## config.mk

```make
export PLATFORM = sky130hd
export DESIGN_NAME = ifu_fetch_buffer_flat
export DESIGN_NICKNAME = d
export VERILOG_FILES = /design/src/rtl/ifu_fetch_buffer_if.sv /design/src/rtl/ifu_fetch_buffer.sv /design/src/flat_wrapper.sv
export SDC_FILE = /design/constraint.sdc
export NUM_CORES = 1
export LEC_CHECK = 0
export CORE_ASPECT_RATIO = 0.6
export CORE_MARGIN = 5
export CORE_UTILIZATION = 29
export CTS_CLUSTER_DIAMETER = 80
export DETAILED_ROUTE_END_ITERATION = 6
export GPL_TIMING_DRIVEN = 0
export PLACE_DENSITY = 0.59
export SETUP_SLACK_MARGIN = 0.5
export SLEW_MARGIN = 20
export SYNTH_ARGS = -nofsm -noshare
export SYNTH_HDL_FRONTEND = slang
export SYNTH_SLANG_ARGS = --single-unit
```

## constraint.sdc

```tcl
create_clock -name clk -period 10.2 [get_ports clk]
set_input_delay 2.04 -clock clk [delete_from_list [all_inputs] [get_ports clk]]
set_output_delay 2.04 -clock clk [all_outputs]
set_load 0.02 [all_outputs]
```

## src/rtl/ifu_fetch_buffer_if.sv

```systemverilog
// ifu_fetch_buffer_if
//   Groups the fetch unit's bus signals: the instruction-memory request and
//   response channels, the redirect input and the decoder-facing output.
//   master : fetch unit view. It drives the memory request and the decoder
//            output, and receives the memory response, the redirect and
//            out_ready.
//   slave  : environment view (memory, redirect source, decoder).
// Parameters
//   XLEN    PC/address width
//   INST_W  instruction width
interface ifu_fetch_buffer_if #(
  parameter int unsigned XLEN   = 64,
  parameter int unsigned INST_W = 32
);
  logic              imem_req_valid;
  logic              imem_req_ready;
  logic [XLEN-1:0]   imem_req_addr;
  logic              imem_resp_valid;
  logic [INST_W-1:0] imem_resp_inst;
  logic              redirect_valid;
  logic [XLEN-1:0]   redirect_pc;
  logic              out_valid;
  logic              out_ready;
  logic [INST_W-1:0] out_inst;
  logic [XLEN-1:0]   out_pc;

  modport master (
    output imem_req_valid, imem_req_addr, out_valid, out_inst, out_pc,
    input  imem_req_ready, imem_resp_valid, imem_resp_inst,
           redirect_valid, redirect_pc, out_ready
  );

  modport slave (
    input  imem_req_valid, imem_req_addr, out_valid, out_inst, out_pc,
    output imem_req_ready, imem_resp_valid, imem_resp_inst,
           redirect_valid, redirect_pc, out_ready
  );
endinterface

```

## src/rtl/ifu_fetch_buffer.sv

```systemverilog
// ifu_fetch_buffer
//   Fetch stage in front of the decoder. It owns the fetch PC and issues
//   in-order requests to instruction memory. Returned {pc, inst} pairs are
//   buffered in a DEPTH-entry FIFO and presented to the decoder. A redirect
//   restarts fetch at a new PC. Wrong-path instructions are discarded,
//   whether buffered or still in flight.
// Ports
//   clk  clock; all state updates on posedge
//   rst  asynchronous active-low reset (0 = reset)
//   bus  ifu_fetch_buffer_if.master, which carries:
//        - the imem request (valid/ready/addr)
//        - the imem response (valid/inst)
//        - the redirect (valid/pc)
//        - the decoder output (valid/ready/inst/pc)
// Configuration
//   IFU_BYPASS_EN  When defined, a response that arrives while the FIFO is
//                  empty and nothing is being dropped drives out_* in the
//                  same cycle. If it is consumed in that cycle, it is not
//                  written to the FIFO. When undefined, out_* come only from
//                  registers.
module ifu_fetch_buffer #(
  parameter int unsigned     XLEN     = 64,
  parameter int unsigned     INST_W   = 32,
  parameter int unsigned     DEPTH    = 2,
  parameter logic [XLEN-1:0] RESET_PC = XLEN'(64'h8000_0000)
) (
  input  logic               clk,
  input  logic               rst,
  ifu_fetch_buffer_if.master bus
);
  localparam int unsigned AW = (DEPTH > 1) ? $clog2(DEPTH) : 1;
  localparam int unsigned CW = $clog2(DEPTH + 1);

  typedef enum logic [1:0] {BOOT, RUN, DRAIN} fetchState_e;

  fetchState_e       state, stateNext;
  logic [XLEN-1:0]   fetchPc;
  logic [CW-1:0]     inflight, drop, dropNext, count, outstanding;
  logic [AW-1:0]     qRdPtr, qWrPtr, rdPtr, wrPtr;
  logic [CW:0]       occupancy;

  // pcQueue remembers the address of every accepted request until its
  // response returns. pcMem/instMem hold the decoder-facing FIFO.
  logic [XLEN-1:0]   pcQueue [DEPTH];
  logic [XLEN-1:0]   pcMem   [DEPTH];
  logic [INST_W-1:0] instMem [DEPTH];

  logic running, redirEff, reqValid, reqFire, respFire, respKeep;
  logic bypassValid, fifoPush, fifoPop, outValid;

  always_comb begin
    running   = (state != BOOT);
    // A redirect that arrives during the single boot cycle has no effect.
    redirEff  = bus.redirect_valid && running;
    // Credit rule: in-flight requests plus buffered entries never exceed
    // DEPTH, so every response has a FIFO slot waiting for it.
    occupancy = {1'b0, inflight} + {1'b0, count};
    reqValid  = running && (occupancy < (CW+1)'(DEPTH)) && !bus.redirect_valid;
    reqFire   = reqValid && bus.imem_req_ready;
    respFire  = bus.imem_resp_valid && (inflight != '0);
    respKeep  = respFire && (drop == '0) && !redirEff;
`ifdef IFU_BYPASS_EN
    bypassValid = respKeep && (count == '0);
`else
    bypassValid = 1'b0;
`endif
    outValid    = (count != '0) || bypassValid;
    fifoPop     = (count != '0) && bus.out_ready;
    fifoPush    = respKeep && !(bypassValid && bus.out_ready);
    // Requests still owed a response at the end of this cycle.
    outstanding = inflight + CW'(reqFire) - CW'(respFire);
  end

  // Next-state logic. After a redirect, every response still owed belongs
  // to the wrong path. Those responses are counted into drop, and DRAIN
  // lasts until that count reaches zero.
  always_comb begin
    stateNext = state;
    dropNext  = drop;
    unique case (state)
      BOOT: stateNext = RUN;
      RUN, DRAIN: begin
        if (redirEff)
          dropNext = outstanding;
        else if (respFire && (drop != '0))
          dropNext = drop - CW'(1);
        stateNext = (dropNext != '0) ? DRAIN : RUN;
      end
      default: stateNext = BOOT;
    endcase
  end

  always_ff @(posedge clk or negedge rst) begin
    if (!rst) begin
      state    <= BOOT;
      fetchPc  <= RESET_PC;
      inflight <= '0;
      drop     <= '0;
      count    <= '0;
      qRdPtr   <= '0;
      qWrPtr   <= '0;
      rdPtr    <= '0;
      wrPtr    <= '0;
    end else begin
      state    <= stateNext;
      drop     <= dropNext;
      inflight <= outstanding;
      if (redirEff)
        fetchPc <= bus.redirect_pc;
      else if (reqFire)
        fetchPc <= fetchPc + XLEN'(4);
      // The in-flight queue is never flushed: dropped responses still pop
      // it, which keeps it aligned with the memory's in-order returns.
      if (reqFire)
        qWrPtr <= qWrPtr + AW'(1);
      if (respFire)
        qRdPtr <= qRdPtr + AW'(1);
      if (redirEff) begin
        count <= '0;
        rdPtr <= '0;
        wrPtr <= '0;
      end else begin
        count <= count + CW'(fifoPush) - CW'(fifoPop);
        if (fifoPush)
          wrPtr <= wrPtr + AW'(1);
        if (fifoPop)
          rdPtr <= rdPtr + AW'(1);
      end
    end
  end

  // Storage is not reset. Reads are qualified by count or bypassValid, and
  // both of these are forced to zero while rst is low.
  always_ff @(posedge clk) begin
    if (reqFire)
      pcQueue[qWrPtr] <= fetchPc;
    if (fifoPush) begin
      pcMem[wrPtr]   <= pcQueue[qRdPtr];
      instMem[wrPtr] <= bus.imem_resp_inst;
    end
  end

  assign bus.imem_req_valid = reqValid;
  assign bus.imem_req_addr  = fetchPc;
  assign bus.out_valid      = outValid;
  assign bus.out_pc   = (count != '0) ? pcMem[rdPtr]
                      : (bypassValid ? pcQueue[qRdPtr] : '0);
  assign bus.out_inst = (count != '0) ? instMem[rdPtr]
                      : (bypassValid ? bus.imem_resp_inst : '0);

  respNeedsOutstanding: assert property (
    @(posedge clk) disable iff (!rst) bus.imem_resp_valid |-> (inflight != '0));

endmodule

```

## src/flat_wrapper.sv

```systemverilog
// flat-port wrapper written by rule: the top's interface ports become plain ports
module ifu_fetch_buffer_flat 
#(
  parameter int unsigned     XLEN     = 64,
  parameter int unsigned     INST_W   = 32,
  parameter int unsigned     DEPTH    = 2,
  parameter logic [XLEN-1:0] RESET_PC = XLEN'(64'h8000_0000)
)
  (clk, rst, bus_imem_req_valid, bus_imem_req_addr, bus_out_valid, bus_out_inst, bus_out_pc, bus_imem_req_ready, bus_imem_resp_valid, bus_imem_resp_inst, bus_redirect_valid, bus_redirect_pc, bus_out_ready);
  ifu_fetch_buffer_if #(.XLEN(XLEN), .INST_W(INST_W)) bus_i ();
  input  logic clk;
  input  logic rst;
  output wire logic [$bits(bus_i.imem_req_valid)-1:0] bus_imem_req_valid;
  output wire logic [$bits(bus_i.imem_req_addr)-1:0] bus_imem_req_addr;
  output wire logic [$bits(bus_i.out_valid)-1:0] bus_out_valid;
  output wire logic [$bits(bus_i.out_inst)-1:0] bus_out_inst;
  output wire logic [$bits(bus_i.out_pc)-1:0] bus_out_pc;
  input wire logic [$bits(bus_i.imem_req_ready)-1:0] bus_imem_req_ready;
  input wire logic [$bits(bus_i.imem_resp_valid)-1:0] bus_imem_resp_valid;
  input wire logic [$bits(bus_i.imem_resp_inst)-1:0] bus_imem_resp_inst;
  input wire logic [$bits(bus_i.redirect_valid)-1:0] bus_redirect_valid;
  input wire logic [$bits(bus_i.redirect_pc)-1:0] bus_redirect_pc;
  input wire logic [$bits(bus_i.out_ready)-1:0] bus_out_ready;
  assign bus_imem_req_valid = bus_i.imem_req_valid;
  assign bus_imem_req_addr = bus_i.imem_req_addr;
  assign bus_out_valid = bus_i.out_valid;
  assign bus_out_inst = bus_i.out_inst;
  assign bus_out_pc = bus_i.out_pc;
  assign bus_i.imem_req_ready = bus_imem_req_ready;
  assign bus_i.imem_resp_valid = bus_imem_resp_valid;
  assign bus_i.imem_resp_inst = bus_imem_resp_inst;
  assign bus_i.redirect_valid = bus_redirect_valid;
  assign bus_i.redirect_pc = bus_redirect_pc;
  assign bus_i.out_ready = bus_out_ready;
  ifu_fetch_buffer #(.XLEN(XLEN), .INST_W(INST_W), .DEPTH(DEPTH), .RESET_PC(RESET_PC)) u_core (.clk(clk), .rst(rst), .bus(bus_i));
endmodule
```

==> impl_metrics.env <==
export IMPL_status="finished, final reports clean"
export IMPL_routed_wl_mm=51.4
export IMPL_synth_cell_types=58
export IMPL_dp_hpwl_mm=36.9
export IMPL_final_common_cell="edfxtp_1"
export IMPL_post_cts_buffers=0
export IMPL_grt_max_degree=51
export IMPL_routedWlPerCell_um=22.2
export IMPL_cp_max_fo=5
export IMPL_cts_resized_gates=0
export IMPL_io_pins=264
export IMPL_areaGrowthSynthToFinish_pct=31.8
export IMPL_ys_ff_latch=396
export IMPL_p_leak_nw=7.37
export IMPL_seq_area_sq_mm=0.0115
export IMPL_clockBufferDepth=3
export IMPL_synth_ff_type="edfxtp_1"
export IMPL_fin_cells=2313
export IMPL_io_buffer_count=263
export IMPL_avgViaCountPerCell=4.90
export IMPL_cp_start_kind="input pin"
export IMPL_postCtsHoldBufs=0
export IMPL_grt_use_total_pct=15.9
export IMPL_root_buffer="clkbuf_16"
export IMPL_cts_sinks=396
export IMPL_cp_end_kind="primary output"
export IMPL_synth_warnings=0
export IMPL_fin_skew_ps=18.5
export IMPL_dp_cells=2235
export IMPL_die_y_um=196
export IMPL_drive_gt1_share_pct=11.3
export IMPL_grt_pass1_wl_mm=74.6
export IMPL_ant_nets=0
export IMPL_final_setup_viol_count=0
export IMPL_seq_area_frac_synth_pct=69.1
export IMPL_fmax_mhz=164
export IMPL_dieArea_sq_mm=0.0625
export IMPL_fin_crit_sh_pct=59.9
export IMPL_finalMaxSlewViolations=0
export IMPL_cts_clk_slew_worst_paths_ps=60
export IMPL_ir_drop_mv=0.131
export IMPL_syn_area_sq_mm=0.0167
export IMPL_cts_tree="yes"
export IMPL_nets=1619
export IMPL_tightest_slew_ps=1180
export IMPL_post_route_min_period_ps=6110
export IMPL_antenna_found_initial=4
export IMPL_syn_inst=1187
export IMPL_core_area_sq_mm=0.0572
export IMPL_overflow=0
export IMPL_synth_edf_count=320
export IMPL_final_cell_mix="320 x edfxtp_1, 262 x clkdlybuf4s50_1, 140 x nor2_1"
export IMPL_grt_pass1_vias=11200
export IMPL_die_w_um=319
export IMPL_syn_avg_cell_area_sq_um=14.0
export IMPL_synth_net_count=1298
export IMPL_finalPower_w=0.00642
export IMPL_critical_path_arrival_ps=4070
export IMPL_fp_row_count=68
export IMPL_cp_required_ps=8160
export IMPL_hold_class="flip-flop to flip-flop"
export IMPL_clk_latency_ps=560
export IMPL_fillCellCount=5473
export IMPL_multi_input_area_sq_mm=0.00486
export IMPL_drcViolationCount=0
export IMPL_criticalPathCategory="input pin to primary output"
export IMPL_first_iter_violations=1136
export IMPL_start_util_pct=29.1
export IMPL_cap_violations=0
export IMPL_dr_pass1_iters=6
export IMPL_async_flop_share_pct=19.2
export IMPL_htree_levels=2
export IMPL_power_density_mw_per_mm2=292
export IMPL_slew_headroom_pct=20.7
export IMPL_cts_buffers=41
export IMPL_finalHoldViolations=0
export IMPL_place_gp_congestion=0.858
export IMPL_rsz0062_at_grt="false"
export IMPL_routed_via_count=11300
## registers in the layout, indices dropped and copies added, names as in the netlist, 2 cells and up
| name | cells |
|---|---|
| u_core.count | 2 |
| u_core.bus.imem_req_addr | 64 |
| u_core.state | 2 |
| u_core.drop | 2 |
| u_core.instMem | 64 |
| u_core.pcQueue | 128 |
| u_core.pcMem | 128 |
| u_core.inflight | 2 |
## where the power goes
part / total [W] / switching, W / internal (W)
combinational: 0.00240 / 0.00140 / 0.00100
sequential: 0.00248 / 0.000334 / 0.00214
clock: 0.00154 / 0.000642 / 0.000900
total: 0.00642 / 0.00237 / 0.00404
## path summary, 6_finish.rpt
kind | startpoint | end | slack (ps) | cells after the start
worst max-delay path | bus_redirect_valid | bus_imem_req_valid | 4090 | 3
worst min-delay path | u_core.bus.imem_req_addr[0] | u_core.pcQueue[1][0] | 500 | 0
worst max register to register | u_core.count[0] | u_core.state[0] | 5900 | 14
worst min register to register | u_core.bus.imem_req_addr[0] | u_core.pcQueue[1][0] | 500 | 0
max in group asynchronous | rst | u_core.bus.imem_req_addr[31] | 8080 | 2
min in group asynchronous | rst | u_core.bus.imem_req_addr[0] | 1430 | 1
## worst max-delay path, cell delays in order
cell and delay, ps:
clkdlybuf4s50_1 480, nor4_1 750, clkdlybuf4s50_1 790
## per-stage QoR
step	setup TNS, ps	util, %	worst slack [ps]	hold slack (ps)	area [sq um]
4_1_cts	0	38.4	4090	510	21900
5_1_grt	0	38.4	3950	532	21900
3_3_place_gp	-90380	35.4	-963	474	20300
3_5_place_dp	0	36.0	4110	492	20600
6_report	0	38.4	4090	501	21900
2_1_floorplan	0	-	3190	461	16700
## area by class of cell
| class | instances | area share (%) |
|---|---|---|
| Sequential cell | 396 | 52.4 |
| Multi-Input combinational cell | 709 | 22.2 |
| Timing Repair Buffer | 278 | 13.3 |
| Clock buffer | 56 | 5.26 |
| Tap cell | 770 | 4.39 |
| Buffer | 62 | 1.08 |
| Clock inverter | 20 | 0.986 |
| Inverter | 20 | 0.342 |
| Antenna cell | 2 | 0.0228 |
## kinds of logic after synthesis
family / share of synthesized area, %
simple gates: 12.0
flops: 69.1
mux: 10.4
compound gates: 4.39
buf+inv: 1.86
xor+xnor: 1.52
fa+ha+maj: 0.721
## layer usage
layer,vias up,wire length (um),track usage (%)
li1,5148,-,-
met1,5674,23500,23.3
met2,445,22900,24.0
met3,70,4150,3.96
met4,6,825,3.44
met5,-,27,0
## cell usage after synthesis, drive strengths merged, types with 11 or more instances
library cell | instances | area [sq um]
nor2 | 142 | 533
a22oi | 14 | 105
nor3 | 17 | 85.1
nand3 | 35 | 175
nor4 | 29 | 194
nand4 | 41 | 275
nand2 | 75 | 282
clkbuf | 46 | 173
xnor2 | 23 | 201
inv | 20 | 75.1
buf | 16 | 62.6
or4 | 13 | 106
dfrtp | 75 | 1880
o211ai | 11 | 82.6
o21ai | 32 | 160
mux2 | 64 | 721
edfxtp | 320 | 9610
mux2i | 101 | 1010
Note: power is estimated with default switching activity, not from simulation.
